**src/rtl/div_seq.sv**
```systemverilog
// Sequential 32-bit integer divider for the EX stage (DIV, DIVU, REM, REMU).
// Restoring division: one quotient bit per cycle over 32 CALC cycles, then a
// single FIX cycle applies the sign correction and writes the result.
// Divide-by-zero and the signed overflow case skip CALC and go straight to FIX.
//
// Handshake: start is a one-cycle request that is accepted only in IDLE with
// hold low, flush low and a valid divsel. div_ready drops on acceptance and
// rises again in the cycle divres becomes valid (or on flush); decode stalls
// while div_ready is low. hold freezes every register; flush aborts to IDLE
// and leaves divres untouched; Rst overrides everything.
module div_seq (
  input  logic        clk,
  input  logic        Rst,
  input  logic        start,
  input  logic [2:0]  divsel,
  input  logic [31:0] dividend,
  input  logic [31:0] divisor,
  input  logic        hold,
  input  logic        flush,
  output logic        div_ready,
  output logic [31:0] divres,
  output logic        busy,
  output logic [1:0]  o_dbg_state
);

  localparam logic [2:0] OP_DIV  = 3'b001;
  localparam logic [2:0] OP_DIVU = 3'b010;
  localparam logic [2:0] OP_REM  = 3'b011;
  localparam logic [2:0] OP_REMU = 3'b100;

  typedef enum logic [1:0] {
    S_IDLE = 2'd0,
    S_CALC = 2'd1,
    S_FIX  = 2'd2
  } state_t;

  state_t      r_state;
  state_t      w_next;

  logic [5:0]  r_cnt;
  logic [31:0] r_quo;      // dividend magnitude shifting out, quotient shifting in
  logic [32:0] r_rem;      // partial remainder
  logic [31:0] r_dvs;      // divisor magnitude
  logic [2:0]  r_op;
  logic        r_qneg;
  logic        r_rneg;
  logic        r_div_ready;
  logic [31:0] r_divres;

  // Operand decode
  logic        w_valid_op;
  logic        w_signed;
  logic        w_a_neg;
  logic        w_b_neg;
  logic [31:0] w_a_mag;
  logic [31:0] w_b_mag;
  logic        w_div0;
  logic        w_ovf;
  logic        w_special;
  logic        w_accept;

  // One restoring step
  logic [32:0] w_shift;
  logic [33:0] w_trial;
  logic        w_fits;

  // Sign correction
  logic [31:0] w_q_fix;
  logic [31:0] w_r_fix;
  logic [31:0] w_result;

  assign w_valid_op = (divsel == OP_DIV) || (divsel == OP_DIVU) ||
                      (divsel == OP_REM) || (divsel == OP_REMU);
  assign w_signed   = (divsel == OP_DIV) || (divsel == OP_REM);
  assign w_a_neg    = w_signed & dividend[31];
  assign w_b_neg    = w_signed & divisor[31];
  // Negating 0x80000000 wraps back to 0x80000000, which is the right magnitude.
  assign w_a_mag    = w_a_neg ? (32'd0 - dividend) : dividend;
  assign w_b_mag    = w_b_neg ? (32'd0 - divisor)  : divisor;
  assign w_div0     = (divisor == 32'd0);
  assign w_ovf      = w_signed && (dividend == 32'h8000_0000) &&
                      (divisor == 32'hFFFF_FFFF);
  assign w_special  = w_div0 | w_ovf;
  assign w_accept   = start & w_valid_op & ~flush;

  // r_rem[32] is always 0 between steps, so {r_rem, bit} minus the divisor
  // fits in 34 bits and bit 33 is the borrow.
  assign w_shift    = {r_rem[31:0], r_quo[31]};
  assign w_trial    = {r_rem, r_quo[31]} - {2'b00, r_dvs};
  assign w_fits     = ~w_trial[33];

  assign w_q_fix    = r_qneg ? (32'd0 - r_quo) : r_quo;
  assign w_r_fix    = r_rneg ? (32'd0 - r_rem[31:0]) : r_rem[31:0];
  assign w_result   = ((r_op == OP_DIV) || (r_op == OP_DIVU)) ? w_q_fix : w_r_fix;

  // State register: reset first, then hold freezes, otherwise advance
  always_ff @(posedge clk) begin
    if (Rst) begin
      r_state <= S_IDLE;
    end else if (!hold) begin
      r_state <= w_next;
    end
  end

  // Next-state logic; flush aborts any phase back to IDLE
  always_comb begin
    w_next = r_state;
    case (r_state)
      S_IDLE: begin
        if (w_accept) begin
          w_next = w_special ? S_FIX : S_CALC;
        end
      end
      S_CALC: begin
        if (r_cnt == 6'd31) begin
          w_next = S_FIX;
        end
      end
      S_FIX: begin
        w_next = S_IDLE;
      end
      default: begin
        w_next = S_IDLE;
      end
    endcase
    if (flush) begin
      w_next = S_IDLE;
    end
  end

  // Datapath: operand latch, restoring steps, sign fix and result register
  always_ff @(posedge clk) begin
    if (Rst) begin
      r_cnt       <= 6'd0;
      r_quo       <= 32'd0;
      r_rem       <= 33'd0;
      r_dvs       <= 32'd0;
      r_op        <= 3'd0;
      r_qneg      <= 1'b0;
      r_rneg      <= 1'b0;
      r_div_ready <= 1'b1;
      r_divres    <= 32'd0;
    end else if (!hold) begin
      if (flush) begin
        r_div_ready <= 1'b1;
      end else begin
        case (r_state)
          S_IDLE: begin
            if (w_accept) begin
              r_op        <= divsel;
              r_cnt       <= 6'd0;
              r_dvs       <= w_b_mag;
              r_div_ready <= 1'b0;
              if (w_div0) begin
                // Quotient all ones, remainder is the raw dividend.
                r_quo  <= 32'hFFFF_FFFF;
                r_rem  <= {1'b0, dividend};
                r_qneg <= 1'b0;
                r_rneg <= 1'b0;
              end else if (w_ovf) begin
                r_quo  <= 32'h8000_0000;
                r_rem  <= 33'd0;
                r_qneg <= 1'b0;
                r_rneg <= 1'b0;
              end else begin
                r_quo  <= w_a_mag;
                r_rem  <= 33'd0;
                r_qneg <= w_a_neg ^ w_b_neg;
                r_rneg <= w_a_neg;
              end
            end
          end
          S_CALC: begin
            r_quo <= {r_quo[30:0], w_fits};
            r_rem <= w_fits ? w_trial[32:0] : w_shift;
            r_cnt <= r_cnt + 6'd1;
          end
          S_FIX: begin
            r_divres    <= w_result;
            r_div_ready <= 1'b1;
          end
          default: begin
            r_div_ready <= 1'b1;
          end
        endcase
      end
    end
  end

  assign div_ready   = r_div_ready;
  assign divres      = r_divres;
  assign busy        = (r_state != S_IDLE);
  assign o_dbg_state = r_state;

endmodule

```
**config.mk**
```make
export PLATFORM = sky130hd
export DESIGN_NAME = div_seq
export DESIGN_NICKNAME = d
export VERILOG_FILES = /design/src/rtl/div_seq.sv
export SDC_FILE = /design/constraint.sdc
export NUM_CORES = 1
export LEC_CHECK = 0
export BUFFER_PORTS_ARGS = -buffer_cell sky130_fd_sc_hd__buf_2
export CAP_MARGIN = 0
export CORE_MARGIN = 3
export CORE_UTILIZATION = 31
export CTS_CLUSTER_DIAMETER = 150
export DETAILED_ROUTE_END_ITERATION = 7
export GPL_ROUTABILITY_DRIVEN = 0
export GPL_TIMING_DRIVEN = 0
export REMOVE_ABC_BUFFERS = 1
export SYNTH_ARGS = -nofsm -noshare
export SYNTH_HDL_FRONTEND = slang
export SYNTH_SLANG_ARGS = --single-unit
```
**constraint.sdc**
```tcl
create_clock -name clk -period 3.2 [get_ports clk]
set_input_delay 0.16 -clock clk [delete_from_list [all_inputs] [get_ports clk]]
set_output_delay 0.16 -clock clk [all_outputs]
set_load 0.05 [all_outputs]
```
==> metrics.txt <==
worst path required time=3500 ps; category of the worst setup path launch point=flip-flop; leading area contributor after synthesis=sky130_fd_sc_hd__dfxtp_1; global-route wire length before repair=56.7 mm; vias=approximately 11000; # fillers=3577; Leakage=just under 5 nW; effective utilization at floorplan=31.7%; Setup CP Type=reg2reg; core region area=34800 µm²; Max IR drop VDD=approximately 0.00034 V; Worst-path clk slew=70 ps; buffer type at the clock tree root=sky130_fd_sc_hd__clkbuf_16; average detailed-routed wire length per instance=approximately 18 µm; number of max-cap violations=0; area enclosed by the die boundary=about 38000 µm²; die width=195 µm; result of the run=finished clean; total DRC errors in the routed layout=0; I/O pin cnt=108; count of placed standard cells including taps=1962; vias in the first global route=between 10000 and 15000; Total Nets Final=1657; fmax=321 MHz; layout cell share with drive strength beyond 1=15.8%; Final Non-Filler Cells=2018; total iterations of the first detailed-routing run=5; htree depth=4; overall routing resource usage=18.2%; synthesized instance count=1488; crit path time final=3110 ps; final critical-path setup slack=85.5 ps; sequential area share after synthesis=26.0%; tightest slew margin relative to the limit=between 20% and 30%; vertical die dimension=195 µm; fin util=a little under two fifths; FF+latch count, synth=143; buffer levels on the longest clock path=2; clock net sink count=143; Avg Inst Size Synth=7.41 µm²; hold crit path type=in2reg; TritonCTS clock tree=yes; number of buffer cells added on primary ports=107; total wirelength of the detailed-routed design=35.7 mm; sum of net half-perimeters after detailed placement=26.7 mm; setup clock skew after layout=roughly 11 ps; number of antenna violations at the first check in global routing=4; Synth-to-Final Area Change=17.8%; share of Yosys cell area claimed by the top area cell type=26.0%; CP Capture Type=flip-flop; data arrival time at the worst-slack endpoint=3420 ps; later-pin clock latency in the skew report=440 ps; Sum Neg Setup Slack=0 ps; total clock buffers created by CTS=17; hold violation count in the final report=0; Via density=5.57; EDFF count, synth=0; num rows=68; Place WS=-940 ps; count of pins over their slew limit=0; async set-or-reset flop fraction in the synthesized netlist=0%; Synth warnings=0; antenna violation net count after detailed routing=0; violation count after the first detailed-route iteration=732; maximum number of pins on one net before global-route repair=121; overall power consumption=5.78 mW; overall overflow remaining after global route=0; leading cell types by total area after synthesis=sky130_fd_sc_hd__dfxtp_1 (26%), sky130_fd_sc_hd__a21oi_1 (6.6%), sky130_fd_sc_hd__nand2_1 (6.2%); transition time at the pin with the least slew margin=1110 ps; Most used DFF post-synth=sky130_fd_sc_hd__dfxtp_1; unrepaired setup endpoints after global routing=yes; Max FO, Critical Path=7; power per standard cell area=approximately 440 nW/µm²; period utilization=97.3%; count of final setup violators=0; netlist area before placement=11000 µm²; count of cell types in the netlist=76
## area by class of cell
type	count	area [µm²]	area share (%)
multi-input cells	1191	7810	60.1
flip-flops and latches	143	2880	22.2
repair buffers	140	921	7.09
well taps	455	569	4.38
clock buffers	21	470	3.62
inverters	53	199	1.53
clock inverters	11	130	1.00
diodes	4	10.0	0.0771
## metal layers
metal	vias up	GRT usage (%)	share of wire, %
met1	5228	25.5	47
met4	0	6.25	2.7
li1	5575	-	-
met5	-	0	0
met3	65	2.24	5.2
met2	365	28.9	45
## per-stage QoR
step	hold WS [ps]	area, µm²
global placement	418	11700
detailed placement	423	12000
finish	14.5	13000
global route	36.5	13000
CTS	0.931	12800
floorplan	226	10600
## registers in the layout (all words and copies together) (netlist names)
name / cells
r_rem: 33
divres: 32
r_dvs: 32
r_quo: 32
r_cnt: 6
r_op: 3
o_dbg_state: 2
div_ready: 1
r_qneg: 1
r_rneg: 1
## kinds of logic (layout without fill, tap and decap cells)
kind of cell               after synthesis  after routing  share of synthesized area [%]
DFF                                    143            143                           26.0
xor gates and xnor gates               141            141                           11.2
muxes                                    7              7                          0.647
AOI/OAI and AO/OA                      468            469                           28.4
and+or+nand+nor                        532            535                           23.7
adders and majority gates               39             39                           4.49
other                                    0              4                              0
buffers and inverters                  158            225                           5.58
## worst paths after layout
path | depth (start not counted) | slack (ps) | start | endpoint
worst max-delay path | 10 | 90 | r_rem[22] | r_rem[32]
worst min-delay path | 3 | 10 | divisor[0] | r_dvs[0]
worst max register to register | 10 | 90 | r_rem[22] | r_rem[32]
worst min register to register | 2 | 450 | divres[25] | divres[25]
## layout by cell type, fill, tap and decap left out, types with 13 or more instances in the layout
cell type | synthesis | layout
sky130_fd_sc_hd__o211ai_1 | 38 | 38
sky130_fd_sc_hd__buf_2 | 9 | 106
sky130_fd_sc_hd__o21ai_0 | 63 | 63
sky130_fd_sc_hd__clkbuf_16 | 0 | 17
sky130_fd_sc_hd__ha_1 | 38 | 36
sky130_fd_sc_hd__nor3_1 | 26 | 25
sky130_fd_sc_hd__or3_1 | 23 | 23
sky130_fd_sc_hd__buf_4 | 3 | 18
sky130_fd_sc_hd__dfxtp_1 | 143 | 131
sky130_fd_sc_hd__o31ai_1 | 26 | 24
sky130_fd_sc_hd__a21o_1 | 13 | 13
sky130_fd_sc_hd__a211oi_1 | 61 | 60
sky130_fd_sc_hd__xor2_1 | 75 | 75
sky130_fd_sc_hd__a31oi_1 | 16 | 15
sky130_fd_sc_hd__xnor2_1 | 66 | 66
sky130_fd_sc_hd__nand3_1 | 19 | 17
sky130_fd_sc_hd__a21oi_1 | 146 | 144
sky130_fd_sc_hd__nor4_1 | 16 | 15
sky130_fd_sc_hd__nand4_1 | 40 | 40
sky130_fd_sc_hd__nor2_1 | 136 | 135
sky130_fd_sc_hd__o221ai_1 | 20 | 20
sky130_fd_sc_hd__o311a_1 | 15 | 15
sky130_fd_sc_hd__inv_1 | 53 | 52
sky130_fd_sc_hd__nand2_1 | 181 | 179
## power breakdown
part	leakage (nW)	internal (mW)	switching, mW
sequential	1.16	1.84	0.0770
combinational	3.51	0.695	1.12
clock	0.282	1.22	0.837
## worst max-delay path, stage by stage, from the launching register on
cell and delay [ps]:
sky130_fd_sc_hd__dfxtp_1 540, sky130_fd_sc_hd__ha_1 380, sky130_fd_sc_hd__a21o_1 250, sky130_fd_sc_hd__a21oi_1 150
sky130_fd_sc_hd__nor2b_1 80, sky130_fd_sc_hd__o41ai_1 390, sky130_fd_sc_hd__o211ai_1 270, sky130_fd_sc_hd__o31a_1 310
sky130_fd_sc_hd__a221o_1 310, sky130_fd_sc_hd__mux2i_1 190, sky130_fd_sc_hd__o31ai_1 100
## synth_stat cells, types with 13 or more instances
cell / instances
sky130_fd_sc_hd__o221ai_1: 20
sky130_fd_sc_hd__a31oi_1: 16
sky130_fd_sc_hd__nand4_1: 40
sky130_fd_sc_hd__xnor2_1: 66
sky130_fd_sc_hd__clkbuf_1: 83
sky130_fd_sc_hd__o21ai_0: 63
sky130_fd_sc_hd__nand2_1: 181
sky130_fd_sc_hd__nor2_1: 136
sky130_fd_sc_hd__inv_1: 53
sky130_fd_sc_hd__o311a_1: 15
sky130_fd_sc_hd__dfxtp_1: 143
sky130_fd_sc_hd__and2_1: 13
sky130_fd_sc_hd__xor2_1: 75
sky130_fd_sc_hd__a21o_1: 13
sky130_fd_sc_hd__a21oi_1: 146
sky130_fd_sc_hd__nand3_1: 19
sky130_fd_sc_hd__ha_1: 38
sky130_fd_sc_hd__nor3_1: 26
sky130_fd_sc_hd__o31ai_1: 26
sky130_fd_sc_hd__o211ai_1: 38
sky130_fd_sc_hd__nor4_1: 16
sky130_fd_sc_hd__nor2b_1: 15
sky130_fd_sc_hd__a211oi_1: 61
sky130_fd_sc_hd__or3_1: 23
## repair_timing
| action | in CTS | in global routing |
|---|---|---|
| gates resized for setup | 28 | 24 |
| endpoints found under the setup margin | 35 | 70 |
| buffers inserted | 8 | 4 |
| cloned | 3 | 1 |
| pin swaps | 7 | 6 |
| endpoints found under the hold margin | 3 | 0 |
| hold buffers | 3 | 0 |
(Power assumes the default switching activity.)
